**config.mk**
```make
export PLATFORM = sky130hd
export DESIGN_NAME = crc_check
export DESIGN_NICKNAME = d
export VERILOG_FILES = /design/src/rtl/crc_check.sv
export SDC_FILE = /design/constraint.sdc
export NUM_CORES = 1
export LEC_CHECK = 0
export CAP_MARGIN = 20
export CORE_MARGIN = 2
export CORE_UTILIZATION = 55
export DETAILED_ROUTE_END_ITERATION = 6
export PLACE_DENSITY = 0.84
export SLEW_MARGIN = 40
export SYNTH_ARGS = -nofsm -noshare
export SYNTH_HDL_FRONTEND = slang
export SYNTH_SLANG_ARGS = --single-unit
```
**constraint.sdc**
```tcl
create_clock -name clk -period 6.2 [get_ports clk]
set_clock_uncertainty 0.2 [all_clocks]
set_input_delay 0.93 -clock clk [delete_from_list [all_inputs] [get_ports clk]]
set_output_delay 0.93 -clock clk [all_outputs]
set_load 0.1 [all_outputs]
```
**src/rtl/crc_check.sv**
```systemverilog
`default_nettype none
// ============================================================================
//  Module      : crc_check
//  Description : Receive-side CRC checker. Recomputes the CRC over a framed
//                payload, compares it with the trailing CRC beat and keeps
//                good/bad frame counters.
//  Revision    : 1.0 - initial release
// ============================================================================
module crc_check #(
    parameter int                   CRC_WIDTH  = 8,
    parameter int                   DATA_WIDTH = 8,
    parameter logic [CRC_WIDTH-1:0] POLY       = 8'h07,
    parameter int                   MAX_LEN    = 255,
    parameter int                   CNT_WIDTH  = 16
) (
    input  logic                           clk,
    input  logic                           rst_n,
    input  logic                           din_vld,
    input  logic                           din_sof,
    input  logic                           din_eof,
    input  logic [DATA_WIDTH-1:0]          din,
    input  logic [CRC_WIDTH-1:0]           crc_initial,
    output logic                           chk_done,
    output logic                           chk_ok,
    output logic [CRC_WIDTH-1:0]           crc_calc,
    output logic [$clog2(MAX_LEN+1)-1:0]   frame_len,
    output logic                           len_err,
    output logic                           abort,
    output logic [CNT_WIDTH-1:0]           cnt_ok,
    output logic [CNT_WIDTH-1:0]           cnt_bad
);

    localparam int                c_LEN_W = $clog2(MAX_LEN + 1);
    localparam logic [c_LEN_W-1:0] c_MAX_LEN = c_LEN_W'(MAX_LEN);
    localparam logic [0:0]        c_IDLE  = 1'b0;
    localparam logic [0:0]        c_RUN   = 1'b1;

    logic [0:0]           r_state;
    logic [0:0]           w_next_state;
    logic [CRC_WIDTH-1:0] r_crc;
    logic [c_LEN_W-1:0]   r_len;
    logic                 r_ovf;
    logic                 r_chk_done;
    logic                 r_chk_ok;
    logic [CRC_WIDTH-1:0] r_crc_calc;
    logic [c_LEN_W-1:0]   r_frame_len;
    logic                 r_len_err;
    logic                 r_abort;
    logic [CNT_WIDTH-1:0] r_cnt_ok;
    logic [CNT_WIDTH-1:0] r_cnt_bad;
    logic                 w_start;
    logic                 w_step;
    logic                 w_report;
    logic                 w_zero;
    logic                 w_abort;
    logic                 w_pass;

    // One beat: fold the MSB-aligned data into the register, then shift out DATA_WIDTH bits.
    function automatic logic [CRC_WIDTH-1:0] f_crc_step(
        input logic [CRC_WIDTH-1:0]  crc,
        input logic [DATA_WIDTH-1:0] data
    );
        logic [CRC_WIDTH-1:0] c;
        c = crc ^ data[DATA_WIDTH-1 -: CRC_WIDTH];
        for (int i = 0; i < DATA_WIDTH; i++) begin
            if (c[CRC_WIDTH-1]) c = (c << 1) ^ POLY;
            else                c = c << 1;
        end
        return c;
    endfunction

    always_ff @(posedge clk or negedge rst_n) begin
        if (!rst_n) r_state <= c_IDLE;
        else        r_state <= w_next_state;
    end

    always_comb begin
        w_next_state = r_state;
        case (r_state)
            c_IDLE:  if (din_vld && din_sof && !din_eof) w_next_state = c_RUN;
            c_RUN:   if (din_vld && din_eof)             w_next_state = c_IDLE;
            default: w_next_state = c_IDLE;
        endcase
    end

    // A sof restarts the frame in either state; sof together with eof is always a zero-length frame.
    always_comb begin
        w_start  = din_vld && din_sof && !din_eof;
        w_zero   = din_vld && din_sof && din_eof;
        w_step   = 1'b0;
        w_report = 1'b0;
        w_abort  = 1'b0;
        if (r_state == c_RUN) begin
            w_step   = din_vld && !din_sof && !din_eof;
            w_report = din_vld && !din_sof && din_eof;
            w_abort  = din_vld && din_sof;
        end
    end

    assign w_pass = (r_crc == din[CRC_WIDTH-1:0]) && !r_ovf;

    always_ff @(posedge clk or negedge rst_n) begin
        if (!rst_n) begin
            r_crc       <= '0;
            r_len       <= '0;
            r_ovf       <= 1'b0;
            r_chk_done  <= 1'b0;
            r_chk_ok    <= 1'b0;
            r_crc_calc  <= '0;
            r_frame_len <= '0;
            r_len_err   <= 1'b0;
            r_abort     <= 1'b0;
            r_cnt_ok    <= '0;
            r_cnt_bad   <= '0;
        end else begin
            r_chk_done <= w_report || w_zero;
            r_abort    <= w_abort;
            if (w_start) begin
                r_crc <= f_crc_step(crc_initial, din);
                r_len <= c_LEN_W'(1);
                r_ovf <= 1'b0;
            end else if (w_step) begin
                r_crc <= f_crc_step(r_crc, din);
                // Length sticks at MAX_LEN; the extra beat is remembered as an overflow.
                if (r_len == c_MAX_LEN) r_ovf <= 1'b1;
                else                    r_len <= r_len + 1'b1;
            end
            if (w_report) begin
                r_crc_calc  <= r_crc;
                r_frame_len <= r_len;
                r_len_err   <= r_ovf;
                r_chk_ok    <= w_pass;
                if (w_pass) r_cnt_ok  <= r_cnt_ok + 1'b1;
                else        r_cnt_bad <= r_cnt_bad + 1'b1;
            end else if (w_zero) begin
                r_crc_calc  <= crc_initial;
                r_frame_len <= '0;
                r_len_err   <= 1'b1;
                r_chk_ok    <= 1'b0;
                r_cnt_bad   <= r_cnt_bad + 1'b1;
            end
        end
    end

    assign chk_done  = r_chk_done;
    assign chk_ok    = r_chk_ok;
    assign crc_calc  = r_crc_calc;
    assign frame_len = r_frame_len;
    assign len_err   = r_len_err;
    assign abort     = r_abort;
    assign cnt_ok    = r_cnt_ok;
    assign cnt_bad   = r_cnt_bad;

endmodule
`default_nettype wire

```
# ---- Word-level counts from Yosys, hierarchy flattened
# Index checks and enable logic that the tools add are counted.
dict set report word_totals {
  reg_bits 70
  input_bits 21
  word_cells 119
}
dict set report classes {
  addsub 3
  eq_ne 4
  n_mux 62
  bitwise 19
  reduce_logical 19
}
# op count
set op_table {}
lappend op_table {{2-to-1 mux 8 bit} 30}
lappend op_table {{2-to-1 mux 16 bit} 3}
lappend op_table {{2-to-1 mux 3 bit} 16}
lappend op_table {{NOT 3 bit} 16}
lappend op_table {{adder 16 x 1 -> 16 bit, second input constant} 2}
lappend op_table {{XOR 8 bit} 2}
lappend op_table {{2-to-1 mux 1 bit} 12}
lappend op_table {{adder 8 x 1 -> 8 bit, second input constant} 1}
lappend op_table {{== test 8 bit} 1}
lappend op_table {{== test 8 bit, second input constant} 1}
lappend op_table {{logical AND 1 bit} 8}
lappend op_table {{AND reduction 2 bit} 4}
lappend op_table {{nonzero test 2 bit} 3}
lappend op_table {{!= test 2 bit, second input constant} 2}
lappend op_table {{zero test 1 bit} 3}
lappend op_table {{case mux 1 bit (2 select lines)} 1}
lappend op_table {{logical OR 1 bit} 1}
lappend op_table {{NOT 1 bit} 1}

# ---- Depth between registers and ports, before layout
# Gate-level depths: netlist of the first run.
dict set report depth {
  ltp_word 34
  mapped_depth 8
}

# ---- Worst setup path before layout of the first run
# Ideal clock, no wire load.
dict set report synth_path {
  path_type {input to register}
  start {input din[6]}
  end {register r_cnt_bad[9], in the netlist cnt_bad[9]}
  setup_time_ns 0.157
  arrival_ns 2.591
  path_slack_ns 3.253
  path_stages 8
  n_path_buf 1
  cell_sequence {xor2_1 -> inv_1 -> ha_1 -> and4b_1 -> and4_4 -> buf_6 -> or4_4 -> xnor2_2}
}
dict set report synth_via {
  elab_chain_len 4
}
# element line
set synth_lines {}
lappend synth_lines {{from (decl)} 21} ;# input logic [DATA_WIDTH-1:0] din,
lappend synth_lines {{== test 8 bit} 100} ;# assign w_pass = (r_crc == din[CRC_WIDTH-1:0]) && !r_ovf;
lappend synth_lines {{logical AND 1 bit} 100}
lappend synth_lines {{!= test 2 bit (no source line)} --}
lappend synth_lines {{AND reduction 2 bit (no source line)} --}
lappend synth_lines {{to (signal assigned)} 134} ;# else r_cnt_bad <= r_cnt_bad + 1'b1;
lappend synth_lines {{to (signal assigned)} 140} ;# r_cnt_bad <= r_cnt_bad + 1'b1;
lappend synth_lines {{to (decl)} 50} ;# logic [CNT_WIDTH-1:0] r_cnt_bad;
# Every way passes these cells.
# A chain may end at the register's enable or synchronous reset.

# ---- Final worst setup path of the first run
dict set report layout_path {
  start {input din_vld}
  end {register r_cnt_bad[11], in the netlist cnt_bad[11]}
}
dict set report layout_via {
  elab_chain_len 5
}
# element line
set layout_lines {}
lappend layout_lines {{from (decl)} 18} ;# input logic din_vld,
lappend layout_lines {{logical AND 1 bit (2 in a row)} 95} ;# w_report = din_vld && !din_sof && din_eof;
lappend layout_lines {{2-to-1 mux 1 bit} 93} ;# if (r_state == c_RUN) begin
lappend layout_lines {{!= test 2 bit (no source line) / nonzero test 2 bit (equally long branches)} --}
lappend layout_lines {{AND reduction 2 bit (no source line)} --}
# Parallel ways exist; a longest one is shown, timed or not.

==> results of run 1 <==
flip-flops by register name (all words and copies together) (netlist names), 8 cells and up:
signal and cells:
r_len 8, r_crc 8, cnt_ok 16, cnt_bad 16
crc_calc 8, frame_len 8
per-layer routing:
metal  GRT usage [%]  vias up  share of wire (%)
met5               0        -                  0
met4           7.386        0                1.6
met3           4.952       12                6.9
met2           37.20      108                 48
met1           31.57     1439                 43
li1                -     1384                  -
Yosys cell counts, types with 5 or more instances:
| cell type | count | area share, % |
|---|---|---|
| a21oi_1 | 9 | 1.2 |
| a22o_1 | 8 | 1.9 |
| a31oi_1 | 11 | 1.8 |
| buf_2 | 5 | 0.67 |
| clkbuf_1 | 5 | 0.50 |
| dfrtp_1 | 70 | 47 |
| ha_1 | 6 | 2.0 |
| inv_1 | 15 | 1.5 |
| nand2_1 | 39 | 3.9 |
| nand3_1 | 9 | 1.2 |
| nand4_1 | 7 | 1.2 |
| nor2_1 | 15 | 1.5 |
| nor3_1 | 19 | 2.6 |
| o221ai_1 | 6 | 1.4 |
| or3_1 | 6 | 1.0 |
| xnor2_1 | 44 | 10 |
| xor2_1 | 17 | 4.0 |
power breakdown:
part | internal, mW | switching [mW] | total, mW | leakage (nW)
combinational | 0.241 | 0.430 | 0.671 | 1.15
clock | 0.230 | 0.185 | 0.414 | 0.107
sequential | 0.522 | 0.0731 | 0.595 | 0.878
stage by stage:
step           hold slack [ns]  util [%]  instances  setup WS, ns
2_1_floorplan           0.2761         -        351         3.253
3_3_place_gp            0.2582     67.10        490         2.579
3_5_place_dp            0.2632     63.26        490         2.503
4_1_cts                 0.2740     66.57        506         2.863
5_1_grt                 0.2847     66.57        506         2.634
6_report                0.2739     66.57        506         2.858
cell type report:
| cell class | count | share of cell area [%] |
|---|---|---|
| flip-flops and latches | 70 | 39.38 |
| multi-input cells | 251 | 41.46 |
| well taps | 80 | 2.250 |
| inverters | 15 | 1.266 |
| repair buffers | 74 | 10.66 |
| clock buffers | 10 | 2.869 |
| clock inverters | 6 | 2.110 |
cells by family after synthesis:
family,Yosys count
and+or+nand+nor,122
muxes,4
xor gates and xnor gates,71
buffers and inverters,30
AOI/OAI and AO/OA,48
DFF,70
adders and majority gates,6
worst min path at each step:
stage / start / cells past startpoint / slack (ns) / to
after floorplan: r_ovf$_DFFE_PN0P_ / 1 / 0.28 / len_err$_DFFE_PN0P_
after global placement: cnt_ok[15]$_DFFE_PN0P_ / 1 / 0.26 / cnt_ok[15]$_DFFE_PN0P_
after detailed placement: cnt_ok[15]$_DFFE_PN0P_ / 1 / 0.26 / cnt_ok[15]$_DFFE_PN0P_
after CTS: cnt_ok[15]$_DFFE_PN0P_ / 1 / 0.27 / cnt_ok[15]$_DFFE_PN0P_
after global routing: cnt_ok[15]$_DFFE_PN0P_ / 1 / 0.28 / cnt_ok[15]$_DFFE_PN0P_
final: cnt_ok[15]$_DFFE_PN0P_ / 1 / 0.27 / cnt_ok[15]$_DFFE_PN0P_
==> results.toml, run 1 <==
[synthesis]
synth_top_family_by_area = "XOR/XNOR gates"
dominantRegCellSynth = "dfrtp_1"
yosysWarnings = 0
synth_mux_area_share_pct = 1.141
synth_fp_nets = 378
synth-compound-area-share_pct = 8.996
ys_seq_elements = 70
synth_xor_area_share_pct = 19.91
synthAdderAreaFrac_pct = 2.014
synth-async-reset-ratio_pct = 100.0
synth_edf_count = 0
synth.avg_cell_area_um2 = 10.62
yosysSeqAreaShare_pct = 47.00
synthSimpleGateAreaFrac_pct = 17.42
synth_area_um2 = 3727
yosysUniqueCellTypes = 50
postSynthCellCount = 351

[sta]
max_freq_mhz = 299.2
min_period_ns = 3.342
period_share_pct = 53.91
slew_violations = 0
worst_pin_slew_ns = 0.7182
timing.slew.headroom_pct = 51.97
finalSetupTns_ns = 0
rsz0062_at_grt = "false"
finalHoldViolations = 0
setup_viol = 0

[power_and_ir_drop]
ir_drop_uv = 227.8
powerDensity_nw_per_um2 = 377.8
total_power_mw = 1.681
p_leak_nw = 2.131

[global_route]
grt_pass1_vias = 2824
track_usage_pct = 23.14
grt_pass1_wl_um = 13470
grt_max_degree = 71
grt-ovfl-total = 0
grt_antenna_before_repair = 0

[worst_setup_path]
path_class = "in2reg"
max_stage_delay_ns = 0.66
reg2reg_to = "cnt_bad[11]$_DFFE_PN0P_"
crit_arrival_ns = 3.37
required_ns = 6.23
critPathLaunchType = "input port"
worst-path-buf-inv = 3
endpoint_kind = "flop"
reg2reg_slack_ns = 3.66
cp_slowest_cell = "clkdlybuf4s50_1"
cp-endpoint = "cnt_bad[11]$_DFFE_PN0P_"
cp_cell_sequence = "clkdlybuf4s50_1 > o211ai_1 > buf_4 > inv_1 > nand3_1 > or4b_1 > xnor2_1"
critPathLaunch = "din_vld"
cp.depth = 7
cp_max_fo = 20
reg2reg_from = "r_state$_DFF_PN0_"
reg2regPathDepth = 6
cp_top_family = "buffers and inverters"

[route]
wl_per_cell_um = 15.98
drc = 0
viasPerCell = 5.816
wl_um = 8084
drt_iter0_drc = 113
dr_total_vias = 2943
ant_nets = 0
dr.pass1.iters = 4

[finish]
multiInputGateArea_um2 = 1844
num-fill-cells = 529
mostFrequentLayoutCell = "dfrtp_1"
antennaDiodeCount = 0
final_cell_mix = "dfrtp_1, buf_2, xnor2_1, nand2_1"
regArea_um2 = 1752
syn_to_final_growth_pct = 19.34
design_area_um2 = 4448
layout.nets = 448
layout-drive-gt1-share_pct = 20.19

[place]
dpl-instance-area_um2 = 4227
io_buffers = 72
dp_hpwl_um = 5861
gp_congestion = 0.8777

[clocking]
path_clk_slew_ns = 0.08
clock-root-buffer = "clkbuf_8"
cts_hold_buf = 0
clock-sinks = 70
cts_resized = 0
cts_tree = "done"
post_cts_buffers = 0
clockBufferDepth = 2
clk_latency_ns = 0.34
h-tree-depth = 3
numCtsBuffers = 9

[min_path]
hp-class = "reg2reg"

[floorplanning]
fp.dieW_um = 86.32
die-height_um = 86.32
placementRows = 30
die_area_um2 = 7451
core-area_um2 = 6681
start_util_pct = 55.79
ios = 73

[status]
status = "completed"

[flow_run]
max-cap-violations = 0
(Power assumes the default switching activity.)
==> run 2, diff against run 1 <==
--- a/config.mk
+++ b/config.mk
@@ -7,9 +7,9 @@
 export LEC_CHECK = 0
 export CAP_MARGIN = 20
 export CORE_MARGIN = 2
-export CORE_UTILIZATION = 55
+export CORE_UTILIZATION = 52
 export DETAILED_ROUTE_END_ITERATION = 6
-export PLACE_DENSITY = 0.84
+export PLACE_DENSITY = 0.8
 export SLEW_MARGIN = 40
 export SYNTH_ARGS = -nofsm -noshare
 export SYNTH_HDL_FRONTEND = slang
==> constraint.sdc (replaced) <==
create_clock -name clk -period 3.13 [get_ports clk]
set_clock_uncertainty 0.2 [all_clocks]
set_input_delay 0.4695 -clock clk [delete_from_list [all_inputs] [get_ports clk]]
set_output_delay 0.4695 -clock clk [all_outputs]
set_load 0.1 [all_outputs]
==> run 2 against run 1 <==
  * Via count decreased by 0.51%
  * Sequential power increased by 98%
  * Cell count up 5.3%
  * Largest cell class unchanged
  * Largest power group unchanged
==> results.toml, run 2 (synthesis gave the netlist of run 1 again) <==
[sta]
slew_violations = 0
timing.slew.headroom_pct = 66.95
rsz0062_at_grt = "false"
setup_viol = 0
max_freq_mhz = 371.0
finalSetupTns_ns = 0
worst_pin_slew_ns = 0.4922
period_share_pct = 86.11
finalHoldViolations = 0
min_period_ns = 2.695

[power_and_ir_drop]
p_leak_nw = 2.211
total_power_mw = 3.314
powerDensity_nw_per_um2 = 707.0
ir_drop_uv = 474.7

[finish]
antennaDiodeCount = 0
layout.nets = 460
final_cell_mix = "dfrtp_1, buf_4, xnor2_1, nand2_1"
syn_to_final_growth_pct = 25.75
num-fill-cells = 538
layout-drive-gt1-share_pct = 21.97
fin_util_pct = 68.23
mostFrequentLayoutCell = "dfrtp_1"

[floorplanning]
placementRows = 30
start_util_pct = 54.26
ios = 73
fp.dieW_um = 88.67
die_area_um2 = 7861
core-area_um2 = 6869
die-height_um = 88.67

[worst_setup_path]
path_class = "in2reg"
required_ns = 3.19
cp_max_fo = 16
critPathLaunchType = "input port"
crit_arrival_ns = 2.75
cp_cell_sequence = "clkdlybuf4s50_1 > xnor2_1 > ha_1 > and4b_1 > nand4_2 > nor4_1 > xor2_1"
cp_slowest_cell = "clkdlybuf4s50_1"
endpoint_kind = "flop"
max_stage_delay_ns = 0.48

[place]
gp_congestion = 0.9005
io_buffers = 72
dp_hpwl_um = 6158

[route]
wl_per_cell_um = 15.64
viasPerCell = 5.493
drc = 0
ant_nets = 0
drt_iter0_drc = 119
dr_total_vias = 2928
dr.pass1.iters = 5
wl_um = 8336

[global_route]
grt_max_degree = 40
track_usage_pct = 22.20
grt_pass1_wl_um = 13540
grt_pass1_vias = 2797
grt_antenna_before_repair = 0
grt-ovfl-total = 0

[clocking]
post_cts_buffers = 0
cts_resized = 0
clk_latency_ns = 0.34
clock-root-buffer = "clkbuf_8"
path_clk_slew_ns = 0.07
clockBufferDepth = 2
cts_tree = "done"
clock-sinks = 70
numCtsBuffers = 9
h-tree-depth = 3

[flow_run]
max-cap-violations = 0

[status]
status = "completed"

[min_path]
hp-class = "reg2reg"
run 2: cell count changes in the layout (fill, tap and decap cells not counted), moves of 2 or more:
cell	change
buf_4	+62
clkinv_4	-2
clkinv_2	+2
buf_2	-52
run 2: worst paths after layout:
check / from / to / slack (ns) / depth (start not counted)
setup / recovery: din[5] / cnt_ok[15]$_DFFE_PN0P_ / 0.43 / 7
hold / removal: chk_ok$_DFFE_PN0P_ / chk_ok$_DFFE_PN0P_ / 0.29 / 2
setup reg to reg: r_crc[5]$_DFFE_PN0P_ / cnt_ok[15]$_DFFE_PN0P_ / 0.60 / 6
hold reg to reg: chk_ok$_DFFE_PN0P_ / chk_ok$_DFFE_PN0P_ / 0.29 / 2
max in group asynchronous: rst_n / r_crc[0]$_DFFE_PN0P_ / 1.66 / 4
min in group asynchronous: rst_n / cnt_ok[5]$_DFFE_PN0P_ / 0.37 / 2
run 2: layer usage:
layer	global-route usage (%)	routed length, um
met1	30.37	3682
met2	36.16	4113
met5	0	0
met4	5.923	133
met3	4.571	407
run 2: through the flow:
stage	hold WS [ns]	worst slack, ns	std cells	cell area, um^2
after floorplan	-0.02609	0.5272	351	3727
after global placement	0.2626	0.1616	516	4461
after detailed placement	0.2725	0.1051	516	4461
after CTS	0.2931	0.4631	532	4659
after global routing	0.3028	0.2217	533	4687
final	0.2867	0.4348	533	4687
run 2: final cells by class:
| cell class | instances | area [um^2] | area share (%) |
|---|---|---|---|
| sequential | 70 | 1752 | 37.37 |
| clock buffer | 11 | 141.4 | 3.017 |
| inverter | 15 | 56.30 | 1.201 |
| clock inverter | 4 | 47.55 | 1.014 |
| timing repair buffer | 86 | 725.7 | 15.48 |
| multi-input combinational | 251 | 1844 | 39.35 |
| tap | 96 | 120.1 | 2.563 |
run 2: worst max-delay path: cells and delay by family:
| family | cells | cell delay, ns |
|---|---|---|
| xor gates and xnor gates | 2 | 0.54 |
| adders and majority gates | 1 | 0.21 |
| buffers and inverters | 1 | 0.48 |
| and+or+nand+nor | 3 | 1.05 |
run 2: power breakdown:
part / switching [mW] / internal, mW / leakage, nW
logic: 0.870 / 0.551 / 1.24
clock network: 0.330 / 0.383 / 0.0952
registers: 0.145 / 1.03 / 0.878
run 2: repair_timing:
item / 4_1_cts / 5_1_grt
endpoints found under the setup margin: 0 / 0
hold buffers: 1 / 0
hold endpoints to repair: 7 / 0
